`config.mk`:
```
export PLATFORM = sky130hd
export DESIGN_NAME = square_fall_animator
export DESIGN_NICKNAME = d
export VERILOG_FILES = /design/src/rtl/square_fall_animator.sv
export SDC_FILE = /design/constraint.sdc
export NUM_CORES = 1
export LEC_CHECK = 0
export ABC_AREA = 0
export ABC_CLOCK_PERIOD_IN_PS = 3070
export BUFFER_PORTS_ARGS = -buffer_cell sky130_fd_sc_hd__buf_4
export CAP_MARGIN = 0
export CORE_MARGIN = 5
export CORE_UTILIZATION = 55
export DETAILED_ROUTE_END_ITERATION = 8
export PLACE_DENSITY_LB_ADDON = 0.12
export SYNTH_ARGS = -nofsm -noshare
export SYNTH_HDL_FRONTEND = slang
export SYNTH_SLANG_ARGS = --single-unit
export TNS_END_PERCENT = 20
```
`constraint.sdc`:
```
create_clock -name clock -period 3.07 [get_ports clock]
set_input_delay 0.307 -clock clock [delete_from_list [all_inputs] [get_ports clock]]
set_output_delay 0.307 -clock clock [all_outputs]
set_load 0.02 [all_outputs]
```
`src/rtl/square_fall_animator.sv`:
```
// Animates one falling square on a 160x120 VGA plot port: erase, move down, redraw per frame tick.
// Optional ANIM_TRAIL_EN skips the erase pass so the square leaves a trail.
module square_fall_animator #(
    parameter int          SIZE   = 4,
    parameter int          STEP   = 1,
    parameter int          X_MAX  = 160,
    parameter int          Y_MAX  = 120,
    parameter int          X_INIT = 0,
    parameter logic [2:0]  COLOUR = 3'b100
) (
    input  logic       clock,
    input  logic       reset,
    input  logic       enable,
    input  logic [7:0] x_seed,
    output logic       plot,
    output logic [7:0] x_out,
    output logic [6:0] y_out,
    output logic [2:0] colour,
    output logic       busy,
    output logic       wrapped,
    output logic       overrun
);

    typedef enum logic [1:0] {IDLE, ERASE, UPDATE, DRAW} state_t;

    localparam logic [3:0] LAST    = 4'(SIZE - 1);
    localparam logic [7:0] STEP8   = 8'(STEP);
    localparam logic [6:0] STEP7   = 7'(STEP);
    localparam logic [7:0] Y_LIMIT = 8'(Y_MAX - SIZE);
    localparam logic [7:0] X_LIMIT = 8'(X_MAX - SIZE);
    localparam logic [7:0] X_START = 8'(X_INIT);

`ifdef ANIM_TRAIL_EN
    localparam state_t START = UPDATE;
`else
    localparam state_t START = ERASE;
`endif

    state_t     state_reg, state_next;
    logic [7:0] x_reg, x_next;
    logic [6:0] y_reg, y_next;
    logic [3:0] row_reg, row_next;
    logic [3:0] col_reg, col_next;
    logic       pending_reg, pending_next;
    logic       overrun_reg, overrun_next;

    logic       plot_reg, plot_next;
    logic [7:0] x_out_reg, x_out_next;
    logic [6:0] y_out_reg, y_out_next;
    logic [2:0] colour_reg, colour_next;
    logic       busy_reg, busy_next;
    logic       wrapped_reg, wrapped_next;

    logic       last_px;
    logic [7:0] y_sum;

    assign last_px = (row_reg == LAST) && (col_reg == LAST);
    assign y_sum   = {1'b0, y_reg} + STEP8;

    always_comb begin
        state_next   = state_reg;
        x_next       = x_reg;
        y_next       = y_reg;
        row_next     = row_reg;
        col_next     = col_reg;
        pending_next = pending_reg;
        overrun_next = overrun_reg;
        plot_next    = 1'b0;
        x_out_next   = x_reg + {4'b0000, col_reg};
        y_out_next   = y_reg + {3'b000, row_reg};
        colour_next  = 3'b000;
        busy_next    = (state_reg != IDLE);
        wrapped_next = 1'b0;

        // A tick while busy is queued once; a second one is lost and flagged.
        if (state_reg != IDLE && enable) begin
            if (pending_reg)
                overrun_next = 1'b1;
            else
                pending_next = 1'b1;
        end

        case (state_reg)
            IDLE: begin
                if (enable || pending_reg) begin
                    state_next   = START;
                    pending_next = 1'b0;
                    row_next     = '0;
                    col_next     = '0;
                end
            end
            ERASE, DRAW: begin
                plot_next   = 1'b1;
                colour_next = (state_reg == DRAW) ? COLOUR : 3'b000;
                if (last_px) begin
                    row_next = '0;
                    col_next = '0;
                    if (state_reg == ERASE) begin
                        state_next = UPDATE;
                    end else if (pending_reg || enable) begin
                        // Back-to-back service keeps busy continuous.
                        state_next   = START;
                        pending_next = 1'b0;
                    end else begin
                        state_next = IDLE;
                    end
                end else if (col_reg == LAST) begin
                    col_next = '0;
                    row_next = row_reg + 4'd1;
                end else begin
                    col_next = col_reg + 4'd1;
                end
            end
            UPDATE: begin
                if (y_sum > Y_LIMIT) begin
                    y_next       = '0;
                    x_next       = (x_seed > X_LIMIT) ? X_LIMIT : x_seed;
                    wrapped_next = 1'b1;
                end else begin
                    y_next = y_reg + STEP7;
                end
                row_next   = '0;
                col_next   = '0;
                state_next = DRAW;
            end
            default: state_next = IDLE;
        endcase
    end

    always_ff @(posedge clock) begin
        if (reset) begin
            state_reg   <= IDLE;
            x_reg       <= X_START;
            y_reg       <= '0;
            row_reg     <= '0;
            col_reg     <= '0;
            pending_reg <= 1'b0;
            overrun_reg <= 1'b0;
            plot_reg    <= 1'b0;
            x_out_reg   <= '0;
            y_out_reg   <= '0;
            colour_reg  <= '0;
            busy_reg    <= 1'b0;
            wrapped_reg <= 1'b0;
        end else begin
            state_reg   <= state_next;
            x_reg       <= x_next;
            y_reg       <= y_next;
            row_reg     <= row_next;
            col_reg     <= col_next;
            pending_reg <= pending_next;
            overrun_reg <= overrun_next;
            plot_reg    <= plot_next;
            x_out_reg   <= x_out_next;
            y_out_reg   <= y_out_next;
            colour_reg  <= colour_next;
            busy_reg    <= busy_next;
            wrapped_reg <= wrapped_next;
        end
    end

    assign plot    = plot_reg;
    assign x_out   = x_out_reg;
    assign y_out   = y_out_reg;
    assign colour  = colour_reg;
    assign busy    = busy_reg;
    assign wrapped = wrapped_reg;
    assign overrun = overrun_reg;

endmodule
```
==> results.json <==
{
  "clockPowerShare_pct": 26.9,
  "p_leak_nw": 1.13,
  "fin_hold_ws_ns": 0.291,
  "ys_seq_area_share_pct": 39.0,
  "path_clk_slew_ns": 0.10,
  "avgSynthCellArea_um2": 9.00,
  "skew_ns": 0.0125,
  "synth_top_cell_by_area": "dfxtp_1",
  "ys_types": 52,
  "rows": 23,
  "outcome": "completed",
  "first_pass_iters": 4,
  "place.detailed.hpwl_um": 3340,
  "synthFlopType": "dfxtp_1",
  "rr_worst_depth": 6,
  "hp-start": "x_seed[2]",
  "die_h_um": 75.5,
  "grt_pass1_vias": 1668,
  "wl_per_cell_um": 13.6,
  "cts_setup_buffers": 0,
  "tritoncts": "done",
  "htreeDepth": 2,
  "setup-tns-final_ns": 0,
  "cp-start-kind": "register",
  "rsz0062_at_grt": "no",
  "worstSkewPairLatency_ns": 0.30,
  "syn_to_final_growth_pct": 14.2,
  "core_um2": 4090,
  "async_flop_share_pct": 0,
  "post-route-period-util_pct": 73.7,
  "layout_setup_ws_ns": 0.808,
  "r2r-start": "y_reg[1]$_SDFFE_PP0N_",
  "switchingPower_uw": 555,
  "dr_total_vias": 1911,
  "grt_antenna_before_repair": 0,
  "slew_violations": 0,
  "maxSlewHeadroom_pct": 52.3,
  "grt_max_degree": 46,
  "cp_max_fo": 12,
  "clock-sinks": 46,
  "nets": 315,
  "internal_power_mw": 1.13,
  "combPwrFrac_pct": 29.0,
  "synth_simple_gate_area_share_pct": 25.6,
  "ys_seq_elements": 46,
  "cts_resized": 0,
  "gp_congestion": 0.832,
  "synth_top_family_by_area": "simple AND/OR/NAND/NOR gates",
  "synth-adder-area-share_pct": 10.2,
  "swShare_pct": 32.9,
  "tightestPinTransition_ns": 0.715,
  "dieWidth_um": 75.5,
  "dp_slack_ns": 0.859,
  "diodes": 0,
  "ys_warn_count": 0,
  "fillers": 334,
  "min_path_type": "in2reg",
  "overflow": 0,
  "drt_iter0_markers": 91,
  "final_cells": 337,
  "cts_buffer_depth": 2,
  "io_pins": 33,
  "cts_made_buffers": 5,
  "syn_area_um2": 2360,
  "fin_crit_ns": 2.26,
  "synth_edf_count": 0,
  "cellPowerDensity_nw_per_um2": 627,
  "synth_top_cell_area_share_pct": 39.0,
  "cts-root-buf": "clkbuf_8",
  "hold_path_end": "x_reg[2]$_SDFFE_PP0P_",
  "max_freq_mhz": 442,
  "design_power_total_mw": 1.69,
  "holdPathStages": 3,
  "drc": 0,
  "power_frac_seq_pct": 44.1,
  "hold_viol": 0,
  "dieArea_um2": 5700,
  "avgViaCountPerCell": 5.67,
  "drive_above_1_share_pct": 17.1,
  "timing.rr.end": "x_reg[0]$_SDFFE_PP0P_",
  "syn-instance-count": 262,
  "grt_pass1_wl_um": 7600,
  "portBuffers": 30,
  "synth.area.mux_share_pct": 1.33,
  "path_class": "reg2reg",
  "wirelength_um": 4600,
  "synth_compound_area_share_pct": 16.6,
  "vdd_drop_max_mv": 0.374,
  "drv_cap": 0,
  "ant_nets": 0,
  "setup_violations": 0,
  "r2r_slack_ns": 0.81,
  "crit_path_end_kind": "register",
  "yosys-top-cells-area": "dfxtp_1 (39%), ha_1 (8.5%), a21oi_1 (5.1%), nor2_1 (4.0%), o21ai_0 (2.8%)",
  "crit_arrival_ns": 2.48,
  "worstPathRequired_ns": 3.29,
  "start_util_pct": 57.7,
  "dp_cells": 329,
  "synth-xor-area-share_pct": 3.34,
  "track_usage_pct": 17.1,
  "ctsHoldBuffers": 0
}
==> worst max path at each step <==
| stage | from | end | slack (ns) | cells past startpoint |
|---|---|---|---|---|
| after floorplan | state_reg[1]$_SDFFE_PP0P_ | state_reg[0]$_SDFFE_PP0P_ | 1.12 | 8 |
| after detailed placement | y_reg[1]$_SDFFE_PP0N_ | x_reg[1]$_SDFFE_PP0P_ | 0.86 | 6 |
| after global placement | y_reg[1]$_SDFFE_PP0N_ | x_reg[1]$_SDFFE_PP0P_ | 0.94 | 6 |
| after CTS | y_reg[1]$_SDFFE_PP0N_ | x_reg[1]$_SDFFE_PP0P_ | 0.82 | 6 |
| after global routing | y_reg[1]$_SDFFE_PP0N_ | x_reg[1]$_SDFFE_PP0P_ | 0.62 | 6 |
| final | y_reg[1]$_SDFFE_PP0N_ | x_reg[0]$_SDFFE_PP0P_ | 0.81 | 6 |
==> stage by stage <==
step	util, %	instance area [um^2]
floorplan	-	2360
global placement	63.1	2580
detailed placement	63.1	2580
CTS	65.9	2690
global route	65.9	2690
finish	65.9	2690
==> area by class of cell <==
| class | instances | area, um^2 | share of cell area, % |
|---|---|---|---|
| tap | 50 | 62.6 | 2.32 |
| inverter | 3 | 11.3 | 0.418 |
| timing repair buffer | 31 | 233 | 8.64 |
| sequential | 46 | 921 | 34.2 |
| clock inverter | 3 | 43.8 | 1.63 |
| multi-input combinational | 199 | 1350 | 50.2 |
| clock buffer | 5 | 68.8 | 2.56 |
==> kinds of logic after synthesis <==
family | Yosys count
compound gates | 62
fa+ha+maj | 18
mux | 3
other cells | 1
simple gates | 105
flops | 46
buf+inv | 18
xor+xnor | 9
==> power groups by stage <==
stage	registers (mW)	clock network [mW]	logic, mW
finish	0.745	0.453	0.489
CTS	0.743	0.464	0.491
global route	0.755	0.491	0.549
global placement	0.753	0	0.483
floorplan	0.761	0	0.359
detailed placement	0.756	0	0.490
==> cell usage after synthesis, types with 2 or more instances <==
cell / n
o21ai_0: 13
a21o_1: 7
buf_4: 3
nor3b_1: 3
clkbuf_1: 8
nand2_1: 8
nor4_1: 3
a21oi_1: 24
nor2b_1: 10
mux2i_1: 2
nand4b_1: 2
a31oi_1: 5
nand3_1: 12
xor2_1: 5
ha_1: 16
inv_1: 3
nand3b_1: 6
or4b_1: 2
a211oi_1: 2
fa_1: 2
dfxtp_1: 46
nand2b_1: 8
nand4_1: 3
nor2_1: 25
nor3_1: 9
or3_1: 5
buf_2: 2
xnor2_1: 4
==> critical path: stages, from the launching register on <==
cell and delay, ns:
dfxtp_1 0.51, ha_1 0.27, nand3_1 0.18, o22ai_1 0.25, a21oi_1 0.25, or4b_1 0.59
a21oi_1 0.14
==> layer usage <==
layer  up-vias  wire, um  GRT usage (%)
met3        10       150           3.17
li1        982         -              -
met4         0        83           5.24
met5         -         0              0
met1       883      2180           23.2
met2        36      2180           27.7
==> layout by cell type, fill, tap and decap left out, drive strengths merged, types with 8 or more instances in the layout <==
master,netlist,routed
nor2b,10,10
nor3,9,9
nand2,8,8
nand3,12,12
buf,7,31
nor2,25,25
ha,16,16
a21oi,25,25
o21ai,14,14
dfxtp,46,46
nand2b,8,8
No activity file was read; power rests on OpenSTA's default activity.
